**config.mk**
```make
export PLATFORM = sky130hd
export DESIGN_NAME = pipe_acc
export DESIGN_NICKNAME = d
export VERILOG_FILES = /design/src/rtl/pipe_acc.sv
export SDC_FILE = /design/constraint.sdc
export NUM_CORES = 1
export LEC_CHECK = 0
export CORE_ASPECT_RATIO = 0.8
export CORE_MARGIN = 8
export CORE_UTILIZATION = 55
export DETAILED_ROUTE_END_ITERATION = 12
export HOLD_SLACK_MARGIN = 0.15
export PLACE_DENSITY = 0.81
export SLEW_MARGIN = 5
export SYNTH_ARGS = -nofsm -noshare
export SYNTH_HDL_FRONTEND = slang
export SYNTH_SLANG_ARGS = --single-unit
```
**constraint.sdc**
```tcl
create_clock -name clk -period 3.65 [get_ports clk]
set_input_delay 0.5475 -clock clk [delete_from_list [all_inputs] [get_ports clk]]
set_output_delay 0.5475 -clock clk [all_outputs]
set_load 0.01 [all_outputs]
```
**src/rtl/pipe_acc.sv**
```systemverilog
// Accumulation stage of the fixed-point matmul pipeline.
// Sums DIM product terms per element; emits row-major tagged elements.
module pipe_acc #(
  parameter int WORD_LEN = 32,
  parameter int DIM      = 4,
  parameter int GUARD    = 4,
  localparam int IW      = (DIM > 1) ? $clog2(DIM) : 1
) (
  input  logic                clk,
  input  logic                rst_n,
  input  logic                in_valid,
  output logic                in_ready,
  input  logic [WORD_LEN-1:0] in_data,
  output logic                out_valid,
  input  logic                out_ready,
  output logic [WORD_LEN-1:0] out_data,
  output logic [IW-1:0]       out_row,
  output logic [IW-1:0]       out_col,
  output logic                out_last,
  output logic                sat_flag
);

  localparam int AW = WORD_LEN + GUARD;

  logic [AW-1:0]       acc;
  logic [IW-1:0]       k;
  logic [IW-1:0]       i;
  logic [IW-1:0]       j;
  logic [AW-1:0]       sum;
  logic                last_k;
  logic                last_i;
  logic                last_j;
  logic                take;
  logic                sat;
  logic [WORD_LEN-1:0] sat_val;

  assign last_k = (k == IW'(DIM - 1));
  assign last_i = (i == IW'(DIM - 1));
  assign last_j = (j == IW'(DIM - 1));

  assign in_ready = !last_k || !out_valid || out_ready;
  assign take     = in_valid && in_ready;

  assign sum = acc + {{GUARD{in_data[WORD_LEN-1]}}, in_data};

  // Out of range when the guard bits and the word sign bit disagree
  assign sat = !((&sum[AW-1:WORD_LEN-1]) || !(|sum[AW-1:WORD_LEN-1]));

  always_comb begin
    sat_val = sum[WORD_LEN-1:0];
    if (sat)
      sat_val = sum[AW-1] ? {1'b1, {(WORD_LEN-1){1'b0}}}
                          : {1'b0, {(WORD_LEN-1){1'b1}}};
  end

  always_ff @(posedge clk) begin
    if (!rst_n) begin
      acc       <= '0;
      k         <= '0;
      i         <= '0;
      j         <= '0;
      out_valid <= 1'b0;
      out_data  <= '0;
      out_row   <= '0;
      out_col   <= '0;
      out_last  <= 1'b0;
      sat_flag  <= 1'b0;
    end else begin
      if (out_valid && out_ready)
        out_valid <= 1'b0;
      if (take) begin
        if (last_k) begin
          out_data  <= sat_val;
          out_row   <= i;
          out_col   <= j;
          out_last  <= last_i && last_j;
          out_valid <= 1'b1;
          acc       <= '0;
          k         <= '0;
          if (sat)
            sat_flag <= 1'b1;
          if (last_j) begin
            j <= '0;
            i <= last_i ? '0 : i + IW'(1);
          end else begin
            j <= j + IW'(1);
          end
        end else begin
          acc <= sum;
          k   <= k + IW'(1);
        end
      end
    end
  end

endmodule

```
# ---- Yosys cells after proc, flatten, opt, wreduce, memory -nomap -nowiden
# Index checks and enable logic that the tools add are counted.
dict set report classes {
  bitwise 1
  mux 9
  n_addsub 4
  n_eq_ne 3
  n_reduce_logical 14
}
# op count
set op_table {}
lappend op_table {{$mux W32} 2}
lappend op_table {{$add A36 B36 Y36} 1}
lappend op_table {{$mux W36} 1}
lappend op_table {{$add A2 B1 Y2 const B} 3}
lappend op_table {{$eq A2 B2 Y1 const B} 3}
lappend op_table {{$mux W2} 3}
lappend op_table {{$reduce_and A3 Y1} 2}
lappend op_table {{$reduce_and A5 Y1} 1}
lappend op_table {{$reduce_or A5 Y1} 1}
lappend op_table {{$logic_and A1 B1 Y1} 3}
lappend op_table {{$logic_not A1 Y1} 3}
lappend op_table {{$logic_or A1 B1 Y1} 3}
lappend op_table {{$mux W1} 3}
lappend op_table {{$reduce_and A2 Y1} 1}
lappend op_table {{$not A1 Y1} 1}
dict set report totals {
  input_bits 36
  reg_bits 81
}

# ---- Logic depth before layout (Yosys ltp)
dict set report depth {
  ltp_word 6
  mapped_depth 14
  mapped_depth_nobuf 12
}

# ---- Worst setup path after synthesis
# OpenSTA, ideal clock, no wires.
dict set report synth_path {
  path_type {input port to flip-flop}
  startpoint {in in_data[0]}
  endpoint {reg out_data[24]}
  setup_time_ns 0.126
  n_path_buf 1
  arrival_ns 3.267
  path_stages 13
  required_ns 3.524
  setup_slack_ns 0.258
  path_cell_list {ha_1 > fa_1 > a21o_1 > a221oi_2 > or3_4 > a31oi_4 > a41oi_2 > o21ai_2 > xnor2_1 > a41oi_4 > nor2_2 > buf_6 > a211oi_2}
}
dict set report synth_via {
  elab_chain_cells 5
}
# item line
set synth_rtl {}
lappend synth_rtl {{start: declaration} 13} ;# input logic [WORD_LEN-1:0] in_data,
lappend synth_rtl {{$add A36 B36 Y36 (*)} 44} ;# assign sum = acc + {{GUARD{in_data[WORD_LEN-1]}}, in_data};
lappend synth_rtl {{$reduce_or A5 Y1} 47} ;# assign sat = !((&sum[AW-1:WORD_LEN-1]) || !(|sum[AW-1:WORD_LEN-1]));
lappend synth_rtl {{$logic_not A1 Y1} 47}
lappend synth_rtl {{$logic_or A1 B1 Y1} 47}
lappend synth_rtl {{$mux W32 (*)} 51} ;# if (sat)
lappend synth_rtl {{end signal: assignment} 73} ;# out_data <= sat_val;
lappend synth_rtl {{end: declaration} 16} ;# output logic [WORD_LEN-1:0] out_data,
# Every way passes the cells marked *; elsewhere a longest branch is shown, timed or not.
# A chain may end at the register's enable or synchronous reset.

# ---- Worst setup path in the final report
dict set report layout_path {
  startpoint {in in_data[2]}
  endpoint {reg out_data[23]}
}
# Same word-level chain as after synthesis.

==> results by group <==
STA
  • Summed negative setup slack over all endpoints: 0 ns
  • Final-report max-slew violation count: 0
  • Share of the clock period used by the worst path: 99.0%
  • Worst slew margin relative to its limit: 42.5%
  • Largest clock skew in the final design: 0.00621 ns
  • Setup-violating endpoint count in the final report: 0
  • Minimum clock period after layout: 3.61 ns
  • Final count of hold timing violations: 0
  • Worst-margin pin slew: 0.861 ns
  • Worst hold slack: 0.452 ns
  • F_max: 277 MHz

Place
  • Total placed instance area: 6400 µm²
  • Placer's final routability congestion estimate: 0.939
  • Number of buffers inserted by port buffering: 75
  • Number of instances in the placed design: 855
  • Detail Placement HPWL: 11800 µm

Setup path
  • Endpoint type of the worst setup path: flip-flop
  • Critical setup path kind: in2reg
  • Worst setup SP type: input pin
  • Arrival time of data at the critical path endpoint: 3.84 ns
  • Critical path data required time: 3.87 ns
  • Worst Path Max Fanout: 7

Synth
  • Largest area contributor in the synthesized netlist: dfxtp_1
  • Async set or reset register ratio after synthesis: 0%
  • Total of flip-flops plus latches after synthesis: 81
  • Synthesized area per cell: 8.18 µm²
  • Area of the mapped netlist: 5030 µm²
  • Post-synth EDFFs: 0
  • Net count after synthesis: 690
  • Total number of yosys warnings: 0
  • Area share of the leading cell type in the synthesized netlist: 32.2%
  • Leading cell types by total area after synthesis: dfxtp_1 32%, ha_1 9.5%, nor2_1 7.5%
  • Yosys cell types: 69
  • Primary FF master, synth: dfxtp_1
  • Share of synthesized area occupied by flip-flops and latches: 32.2%
  • Gate count after technology mapping: 615

Routing
  • Detailed-route DRC error count: 0
  • Total number of vias: 5267
  • Via count normalized by instance count: 6.03
  • Average wire length per cell after detail routing: 18.5 µm
  • Routed Wire Length: 16200 µm
  • Number of DRC violations after detailed-routing iteration 0: 494
  • Detailed-router iteration count before antenna repair: 5
  • Count of nets left with antenna violations after detail routing: 0

Pwr
  • Leakage Power: 0.00275 µW
  • Worst IR drop on VDD: 0.367 mV
  • Power density cells: 452 nW/µm²
  • PnR Total Power: 3090 µW

Global routing
  • Global router's overall resource usage: 25.0%
  • Via count of the first global-routing pass: 5089
  • Initial antenna violation count: 0
  • Wire length of the first global-routing pass: 24800 µm
  • Maximum number of pins on one net before global-route repair: 46
  • Global route overflow: 0

Floorplanning
  • Area of the core region: 8960 µm²
  • Chip Width: 123 µm
  • Die Height: 102 µm
  • Total I/O pin count: 76
  • Die Area: 12500 µm²
  • Number of cell rows: 31
  • Initial cell density of the core: 56.1%

Finish
  • Fill cells: 666
  • Layout Nets: 830
  • Share of cells above drive strength 1: 18.2%
  • Final non-filler cell area: 6840 µm²
  • Layout Cells excl Fill: 873
  • Number of diodes: 0
  • Layout Area Growth over Synthesis: 36.0%

Clock tree
  • H-Tree Level Count: 3
  • Latest clock arrival within the worst-skew pair: 0.35 ns
  • Inserted Clock Buffers: 9
  • CTS tree: yes
  • Reg clk slew, reported paths: 0.06 ns
  • Largest buffer count on any clock path: 2
  • Buffer type at the clock tree root: clkbuf_16
  • TritonCTS sink count: 81

Status
  • Outcome: finished, final reports clean

Hold path
  • Min-Delay Path Class: reg2reg

Run
  • Number of max-capacitance violations reported: 0
==> flip-flops by register name, indices dropped and copies added, names as in the netlist, 2 cells and up <==
| register | cells |
|---|---|
| j | 2 |
| out_row | 2 |
| out_data | 32 |
| acc | 36 |
| i | 2 |
| out_col | 2 |
| k | 2 |
==> critical path: stages <==
cell,delay [ns]
clkdlybuf4s50_1,0.48
ha_4,0.31
a21o_1,0.19
a221oi_2,0.09
buf_4,0.14
buf_4,0.12
or3_4,0.40
a31oi_4,0.16
a41oi_2,0.17
o21ai_2,0.26
xor2_2,0.12
a41o_2,0.28
o21ai_4,0.29
clkbuf_16,0.23
a211oi_2,0.04
==> final timing paths <==
path	startpoint	end	slack, ns	depth (start not counted)
max	in_data[2]	out_data[23]	0.04	15
min	out_last	out_last	0.45	2
max reg2reg	acc[0]	out_data[23]	0.22	15
min reg2reg	out_last	out_last	0.45	2
==> per-stage QoR <==
| stage | setup WS, ns | utilization (%) |
|---|---|---|
| floorplan | 0.258 | - |
| global placement | -0.118 | 71.4 |
| detailed placement | -0.219 | 71.4 |
| CTS | 0.0590 | 74.6 |
| global route | -0.0358 | 76.3 |
| finish | 0.0377 | 76.3 |
==> Yosys cell counts, drive strengths merged, types with 5 or more instances <==
| master | number |
|---|---|
| buf | 8 |
| and2 | 9 |
| nor3 | 37 |
| ha | 38 |
| a21oi | 59 |
| nand4 | 5 |
| o21bai | 7 |
| o21ai | 30 |
| a21o | 14 |
| a2bb2oi | 5 |
| nand3 | 9 |
| o21a | 10 |
| nand2 | 43 |
| xor2 | 13 |
| nor2 | 102 |
| inv | 14 |
| a211oi | 21 |
| clkbuf | 20 |
| xnor2 | 21 |
| dfxtp | 81 |
| a22oi | 15 |
==> power breakdown <==
| group | internal (µW) | leakage (µW) | switching (µW) |
|---|---|---|---|
| Sequential | 946 | 0.000660 | 38.2 |
| Clock | 537 | 0.000144 | 357 |
| Combinational | 553 | 0.00195 | 657 |
| Total | 2040 | 0.00275 | 1050 |
==> timing repair <==
action,CTS,global route
resized for setup,0,19
buffers inserted,0,3
hold buffers,0,0
setup endpoints to repair,0,32
==> layout make-up <==
type	count	area, µm²	share of cell area, %
clock buffers	10	239	3.49
repair buffers	157	1420	20.7
clock inverters	4	45.0	0.658
well taps	115	144	2.10
flip-flops and latches	81	1620	23.7
inverters	14	52.6	0.768
multi-input cells	492	3320	48.5
==> placed cells by master (no fill, tap or decap), types with 3 or more instances in the layout <==
cell type        instances
a2bb2oi_1                5
nand3_1                  8
clkbuf_16               10
a22oi_1                 15
buf_4                   77
clkdlybuf4s50_1         74
clkinv_2                 3
nand2_1                 43
nand4_1                  5
and4_1                   3
o21ai_0                 27
ha_1                    34
a21oi_1                 57
nor2_1                 101
a211oi_2                13
nor3_1                  37
xnor2_1                 21
a211oi_1                 8
nor2b_1                  3
a21o_1                  14
nand3b_1                 4
dfxtp_1                 81
o21a_1                  10
ha_4                     3
nand2b_1                 4
and2_1                   8
o21bai_1                 7
xor2_1                  12
inv_1                   13
==> logic make-up (layout without fill, tap and decap cells) <==
kind of cell               count (synthesis)  in the layout  share of synthesized area (%)
adders and majority gates                 39             39                           9.85
buffers and inverters                     42            185                           3.76
AOI/OAI and AO/OA                        189            189                           27.1
and+or+nand+nor                          229            229                           20.9
muxes                                      1              1                          0.224
xor gates and xnor gates                  34             34                           5.92
DFF                                       81             81                           32.2
==> metal layers <==
metal | track usage, % | up-vias | wire length (µm)
li1 | - | 2504 | -
met1 | 31.1 | 2466 | 6840
met2 | 41.3 | 263 | 7770
met3 | 4.51 | 34 | 1230
met4 | 11.3 | 0 | 323
met5 | 0 | - | 0
No activity file was read; power rests on OpenSTA's default activity.
